`src/rtl/avm_hram_tester_pkg.sv`:
```
// Shared types and constants for the Avalon-MM HyperRAM burst tester.
package avm_hram_tester_pkg;

    localparam int DATA_W  = 16;
    localparam int BURST_W = 11;
    localparam int ADDR_W  = 32;

    localparam logic [DATA_W-1:0] LFSR_MASK         = 16'hB400;
    localparam logic [DATA_W-1:0] LFSR_DEFAULT_SEED = 16'hACE1;

    typedef enum logic [2:0] {
        ST_IDLE,
        ST_WR_BURST,
        ST_RD_CMD,
        ST_RD_DATA,
        ST_DONE
    } tester_state_t;

    // Galois step for x^16+x^14+x^13+x^11+1, shifting right
    function automatic logic [DATA_W-1:0] lfsr_next(input logic [DATA_W-1:0] v);
        return v[0] ? ((v >> 1) ^ LFSR_MASK) : (v >> 1);
    endfunction

endpackage

```
`src/rtl/avm_hram_burst_tester_lfsr16.sv`:
```
// 16-bit Galois LFSR shared by the write-pattern and read-compare phases.
module lfsr16
    import avm_hram_tester_pkg::*;
(
    input  logic              clk,
    input  logic              reset_n,
    input  logic              load,
    input  logic [DATA_W-1:0] seed,
    input  logic              advance,
    output logic [DATA_W-1:0] value
);

    always_ff @(posedge clk or negedge reset_n) begin
        if (!reset_n) begin
            value <= '0;
        end else if (load) begin
            value <= seed;
        end else if (advance) begin
            value <= lfsr_next(value);
        end
    end

endmodule

```
`src/rtl/avm_hram_burst_tester.sv`:
```
// Avalon-MM burst master: writes an LFSR pattern over a region, reads it back and counts mismatches.
// Optional watchdog enabled by defining TESTER_TIMEOUT_EN.
module avm_hram_burst_tester
    import avm_hram_tester_pkg::*;
#(
    parameter logic [ADDR_W-1:0] BASE_ADDR   = 32'h0000_0000,
    parameter int                BURST_LEN   = 16,
    parameter int                NUM_BURSTS  = 8,
    parameter int                TIMEOUT_CYC = 4096
) (
    input  logic               clk,
    input  logic               reset_n,
    input  logic               start,
    input  logic [DATA_W-1:0]  seed,
    output logic               busy,
    output logic               done,
    output logic               pass,
    output logic [15:0]        err_count,
    output logic               timeout,
    output logic [ADDR_W-1:0]  avalon_master_address,
    output logic               avalon_master_read,
    output logic               avalon_master_write,
    output logic [DATA_W-1:0]  avalon_master_writedata,
    output logic [BURST_W-1:0] avalon_master_burstcount,
    input  logic               avalon_master_waitrequest,
    input  logic [DATA_W-1:0]  avalon_master_readdata,
    input  logic               avalon_master_readdatavalid
);

    localparam logic [BURST_W-1:0] BURST_CNT  = BURST_W'(BURST_LEN);
    localparam logic [BURST_W-1:0] LAST_BEAT  = BURST_W'(BURST_LEN - 1);
    localparam logic [15:0]        LAST_BURST = 16'(NUM_BURSTS - 1);
    localparam logic [ADDR_W-1:0]  BURST_STEP = ADDR_W'(2 * BURST_LEN);

    if (BURST_LEN < 1 || BURST_LEN > 1024 || NUM_BURSTS < 1 || NUM_BURSTS > 65536 ||
        TIMEOUT_CYC < 1 || TIMEOUT_CYC > 65536 || BASE_ADDR[0]) begin : g_param_check
        $error("avm_hram_burst_tester: illegal parameter value");
    end

    tester_state_t      state, state_next;
    logic [DATA_W-1:0]  seed_reg, seed_eff, lfsr_seed, lfsr_value;
    logic [BURST_W-1:0] beat_cnt;
    logic [15:0]        burst_cnt, err_after;
    logic               start_ok, wr_accept, rd_accept, rd_beat;
    logic               last_beat, last_burst, lfsr_load, mismatch, wd_fire;

    assign start_ok   = start && (state == ST_IDLE || state == ST_DONE);
    assign wr_accept  = (state == ST_WR_BURST) && !avalon_master_waitrequest;
    assign rd_accept  = (state == ST_RD_CMD) && !avalon_master_waitrequest;
    assign rd_beat    = (state == ST_RD_DATA) && avalon_master_readdatavalid;
    assign last_beat  = (beat_cnt == LAST_BEAT);
    assign last_burst = (burst_cnt == LAST_BURST);
    assign seed_eff   = (seed == '0) ? LFSR_DEFAULT_SEED : seed;
    assign mismatch   = rd_beat && (avalon_master_readdata != lfsr_value);
    assign err_after  = (mismatch && err_count != 16'hFFFF) ? err_count + 16'd1 : err_count;

    // The final write beat reloads the pattern so the read phase replays it from the seed
    assign lfsr_load  = start_ok || (wr_accept && last_beat && last_burst);
    assign lfsr_seed  = start_ok ? seed_eff : seed_reg;

    lfsr16 u_lfsr (
        .clk     (clk),
        .reset_n (reset_n),
        .load    (lfsr_load),
        .seed    (lfsr_seed),
        .advance (wr_accept || rd_beat),
        .value   (lfsr_value)
    );

    assign busy                     = (state == ST_WR_BURST) || (state == ST_RD_CMD) || (state == ST_RD_DATA);
    assign done                     = (state == ST_DONE);
    assign avalon_master_write      = (state == ST_WR_BURST);
    assign avalon_master_read       = (state == ST_RD_CMD);
    assign avalon_master_burstcount = (avalon_master_write || avalon_master_read) ? BURST_CNT : '0;
    assign avalon_master_writedata  = avalon_master_write ? lfsr_value : '0;

    always_comb begin
        state_next = state;
        case (state)
            ST_IDLE, ST_DONE: if (start) state_next = ST_WR_BURST;
            ST_WR_BURST:      if (wr_accept && last_beat && last_burst) state_next = ST_RD_CMD;
            ST_RD_CMD:        if (rd_accept) state_next = ST_RD_DATA;
            ST_RD_DATA:       if (rd_beat && last_beat) state_next = last_burst ? ST_DONE : ST_RD_CMD;
            default:          state_next = ST_IDLE;
        endcase
        if (wd_fire) state_next = ST_DONE;
    end

    always_ff @(posedge clk or negedge reset_n) begin
        if (!reset_n) begin
            state                 <= ST_IDLE;
            seed_reg              <= '0;
            avalon_master_address <= BASE_ADDR;
            beat_cnt              <= '0;
            burst_cnt             <= '0;
            err_count             <= '0;
            pass                  <= 1'b0;
        end else begin
            state <= state_next;
            if (start_ok) begin
                seed_reg              <= seed_eff;
                avalon_master_address <= BASE_ADDR;
                beat_cnt              <= '0;
                burst_cnt             <= '0;
                err_count             <= '0;
                pass                  <= 1'b0;
            end else if (wr_accept || rd_beat) begin
                err_count <= err_after;
                beat_cnt  <= last_beat ? '0 : beat_cnt + BURST_W'(1);
                if (last_beat) begin
                    if (wr_accept && last_burst) begin
                        avalon_master_address <= BASE_ADDR;
                        burst_cnt             <= '0;
                    end else begin
                        avalon_master_address <= avalon_master_address + BURST_STEP;
                        burst_cnt             <= burst_cnt + 16'd1;
                    end
                    if (rd_beat && last_burst) pass <= (err_after == '0);
                end
            end
        end
    end

`ifdef TESTER_TIMEOUT_EN
    localparam logic [15:0] WD_LAST = 16'(TIMEOUT_CYC - 1);

    logic [15:0] wd_cnt;
    logic        progress;

    assign progress = wr_accept || rd_accept || rd_beat;
    assign wd_fire  = busy && !progress && (wd_cnt == WD_LAST);

    // Counts consecutive busy cycles without bus progress; pass stays 0 once it fires
    always_ff @(posedge clk or negedge reset_n) begin
        if (!reset_n) begin
            wd_cnt  <= '0;
            timeout <= 1'b0;
        end else if (start_ok) begin
            wd_cnt  <= '0;
            timeout <= 1'b0;
        end else if (wd_fire) begin
            wd_cnt  <= '0;
            timeout <= 1'b1;
        end else if (progress || !busy) begin
            wd_cnt <= '0;
        end else begin
            wd_cnt <= wd_cnt + 16'd1;
        end
    end
`else
    assign wd_fire = 1'b0;
    assign timeout = 1'b0;
`endif

endmodule

```
`config.mk`:
```
export PLATFORM = sky130hd
export DESIGN_NAME = avm_hram_burst_tester
export DESIGN_NICKNAME = d
export VERILOG_FILES = /design/src/rtl/avm_hram_tester_pkg.sv /design/src/rtl/avm_hram_burst_tester_lfsr16.sv /design/src/rtl/avm_hram_burst_tester.sv
export SDC_FILE = /design/constraint.sdc
export NUM_CORES = 1
export LEC_CHECK = 0
export BUFFER_PORTS_ARGS = -buffer_cell sky130_fd_sc_hd__buf_2
export CAP_MARGIN = 20
export CORE_ASPECT_RATIO = 1.2
export CORE_MARGIN = 1
export CORE_UTILIZATION = 50
export DETAILED_ROUTE_END_ITERATION = 10
export PLACE_DENSITY = 0.74
export SYNTH_ARGS = -nofsm -noshare
export SYNTH_HDL_FRONTEND = slang
export SYNTH_SLANG_ARGS = --single-unit
```
`constraint.sdc`:
```
create_clock -name clk -period 3.6 [get_ports clk]
set_clock_uncertainty 0.15 [all_clocks]
set_input_delay 0.72 -clock clk [delete_from_list [all_inputs] [get_ports clk]]
set_output_delay 0.72 -clock clk [all_outputs]
set_load 0.005 [all_outputs]
```
==> results.sh <==
export IMPL_outcome="complete, no violations"
export IMPL_cts_setup_buffers=0
export IMPL_wl_um=14800
export IMPL_pin_count=118
export IMPL_p_per_area_mw_per_mm2=423
export IMPL_synth_area_top_cells="dfrtp_1 45%, nand2_1 6.3%, xor2_1 5.3%, nor2_1 3.9%, o21ai_0 3.3%"
export IMPL_ys_warn_count=0
export IMPL_clk_path_buf_depth=2
export IMPL_finalHoldViolCount=0
export IMPL_drive_gt1_share_pct=18.5
export IMPL_fin_crit_sh_pct=84.7
export IMPL_dp_hpwl_um=10600
export IMPL_final_cell_mix="106 x dfrtp_1, 100 x buf_2, 99 x nand2_1"
export IMPL_critPathKind="reg -> reg"
export IMPL_critPathLaunchType="flip-flop"
export IMPL_fmax_mhz=328
export IMPL_cts_resized=0
export IMPL_fp_coreArea_mm2=0.0116
export IMPL_crit_path_start="err_count[0]"
export IMPL_wl_per_cell_um=16.2
export IMPL_worstSkewPairLatency_ps=350
export IMPL_routed_via_density=5.80
export IMPL_clkTransAtPathRegs_ps=70
export IMPL_endpoint="pass"
export IMPL_critPathMaxFanout=7
export IMPL_required_ps=3720
export IMPL_grt_pass1_wl_um=24200
export IMPL_cts_buffers=9
export IMPL_area_growth_pct=15.5
export IMPL_ys_flop_type="dfrtp_1"
export IMPL_top_register="avalon_master_address"
export IMPL_cts_htree_levels=3
export IMPL_whs_ps=72.6
export IMPL_synth_area_leader_cell="dfrtp_1"
export IMPL_synth_edf_count=0
export IMPL_synth_area_mm2=0.00593
export IMPL_peakVddDrop_v=0.000286
export IMPL_r2r_start="err_count[0]"
export IMPL_grt_overflow=0
export IMPL_syn_area_per_cell_um2=9.01
export IMPL_ys_async_sr_fraction_pct=100
export IMPL_rr_worst_depth=8
export IMPL_die_area_mm2=0.0123
export IMPL_cts_root_buffer="clkbuf_16"
export IMPL_fin_crit_ps=3050
export IMPL_syn_inst=658
export IMPL_dr_total_vias=5275
export IMPL_worstMarginPinSlew_ps=960
export IMPL_end_kind="flip-flop"
export IMPL_rsz0062_at_grt="no"
export IMPL_maxCapViolCount=0
export IMPL_largest_reg_flops=27
export IMPL_initial_core_util_pct=51.2
export IMPL_p_leak_nw=3.32
export IMPL_die_x_um=101
export IMPL_setup_viol=0
export IMPL_fin_util_pct=59.2
export IMPL_r2r_setup_slack_ps=550
export IMPL_rows=43
export IMPL_die_y_um=121
export IMPL_antenna_found_initial=0
export IMPL_yosys_area_top_type_share_pct=44.8
export IMPL_first_global_vias=5061
export IMPL_drtIter0Drc=203
export IMPL_final_nets=788
export IMPL_tritoncts="done"
export IMPL_ys_ff_latch=106
export IMPL_clock_sinks=106
export IMPL_worstHoldPathType="in -> async"
export IMPL_finalSetupTns_ps=0
export IMPL_yosysUniqueCellTypes=63
export IMPL_dr_pass1_iters=5
export IMPL_r2r_end="pass"
export IMPL_drc=0
export IMPL_cp_arrival_ps=3170
export IMPL_layout_commonest_cell="dfrtp_1"
export IMPL_holdBufCountCts=0
export IMPL_portBuffers=101
export IMPL_drv_slew=0
export IMPL_ant_nets=0
export IMPL_max_slew_margin_pct=36.0
export IMPL_track_usage_pct=25.2
export IMPL_grt_max_degree=88
export IMPL_fillCellCount=1030
export IMPL_ys_seq_area_share_pct=44.8
export IMPL_place_congestion=0.871
how the worst min path moves through the flow:
stage,slack [ps],endpoint,startpoint,cells after the start
after global placement,310,seed_reg[3],seed_reg[3],2
final,70,seed_reg[8],reset_n,1
after CTS,330,seed_reg[4],seed_reg[4],2
after global routing,80,seed_reg[8],reset_n,1
after detailed placement,310,seed_reg[4],seed_reg[4],2
after floorplan,270,avalon_master_address[10],reset_n,0
stage by stage:
step,instance area (um^2),worst slack [ps],instances,power (mW)
3_5_place_dp,6520,237,892,1.93
2_1_floorplan,5980,801,673,1.72
4_1_cts,6810,571,908,2.92
5_1_grt,6840,313,909,3.05
6_report,6840,550,910,2.90
3_3_place_gp,6520,283,892,1.91
cells in the mapped netlist (11+ instances only):
master	count
a221o_1	15
and3_1	19
nor2_1	61
a21oi_1	17
nor4_1	17
and2_1	24
o21ai_0	39
xor2_1	36
xnor2_1	20
nand2_1	99
dfrtp_1	106
nand3_1	30
nand4_1	13
mux2i_1	11
nor3_1	19
clkbuf_1	23
buf_4	18
power by group:
| part | leakage [nW] | switching, mW | internal [mW] |
|---|---|---|---|
| Clock | 0.143 | 0.446 | 0.543 |
| Combinational | 1.73 | 0.230 | 0.245 |
| Sequential | 1.45 | 0.135 | 1.30 |
kinds of logic after synthesis:
logic type	Yosys count	synth area share [%]
compound gates	110	12.6
flops	106	44.8
xor+xnor	56	8.28
buf+inv	56	4.86
fa+ha+maj	4	0.845
mux	12	2.05
simple gates	313	26.6
other cells	1	0.0633
final cells by class:
class,instances,area [um^2],share of cell area [%]
Sequential cell,106,2650,38.8
Multi-Input combinational cell,511,3040,44.4
Tap cell,157,196,2.87
Clock buffer,10,229,3.35
Inverter,5,18.8,0.274
Clock inverter,6,65.1,0.951
Timing Repair Buffer,114,638,9.32
Antenna cell,1,2.50,0.0366
worst max-delay path, stage by stage, from the launching register on:
cell and delay (ps):
dfrtp_1 460, ha_1 270, nand3_1 240, nor4_1 630, nor2_1 180, a211oi_1 290
a211oi_1 80, or4_1 520, o21ai_1 140
layer usage:
metal	GRT usage (%)	vias to the layer above	part of all wire (%)
met4	11.1	0	2.7
met2	42.7	165	50
met3	4.78	34	4.7
met1	30.9	2602	42
met5	0	-	0
li1	-	2474	-
No activity file was read; power rests on OpenSTA's default activity.
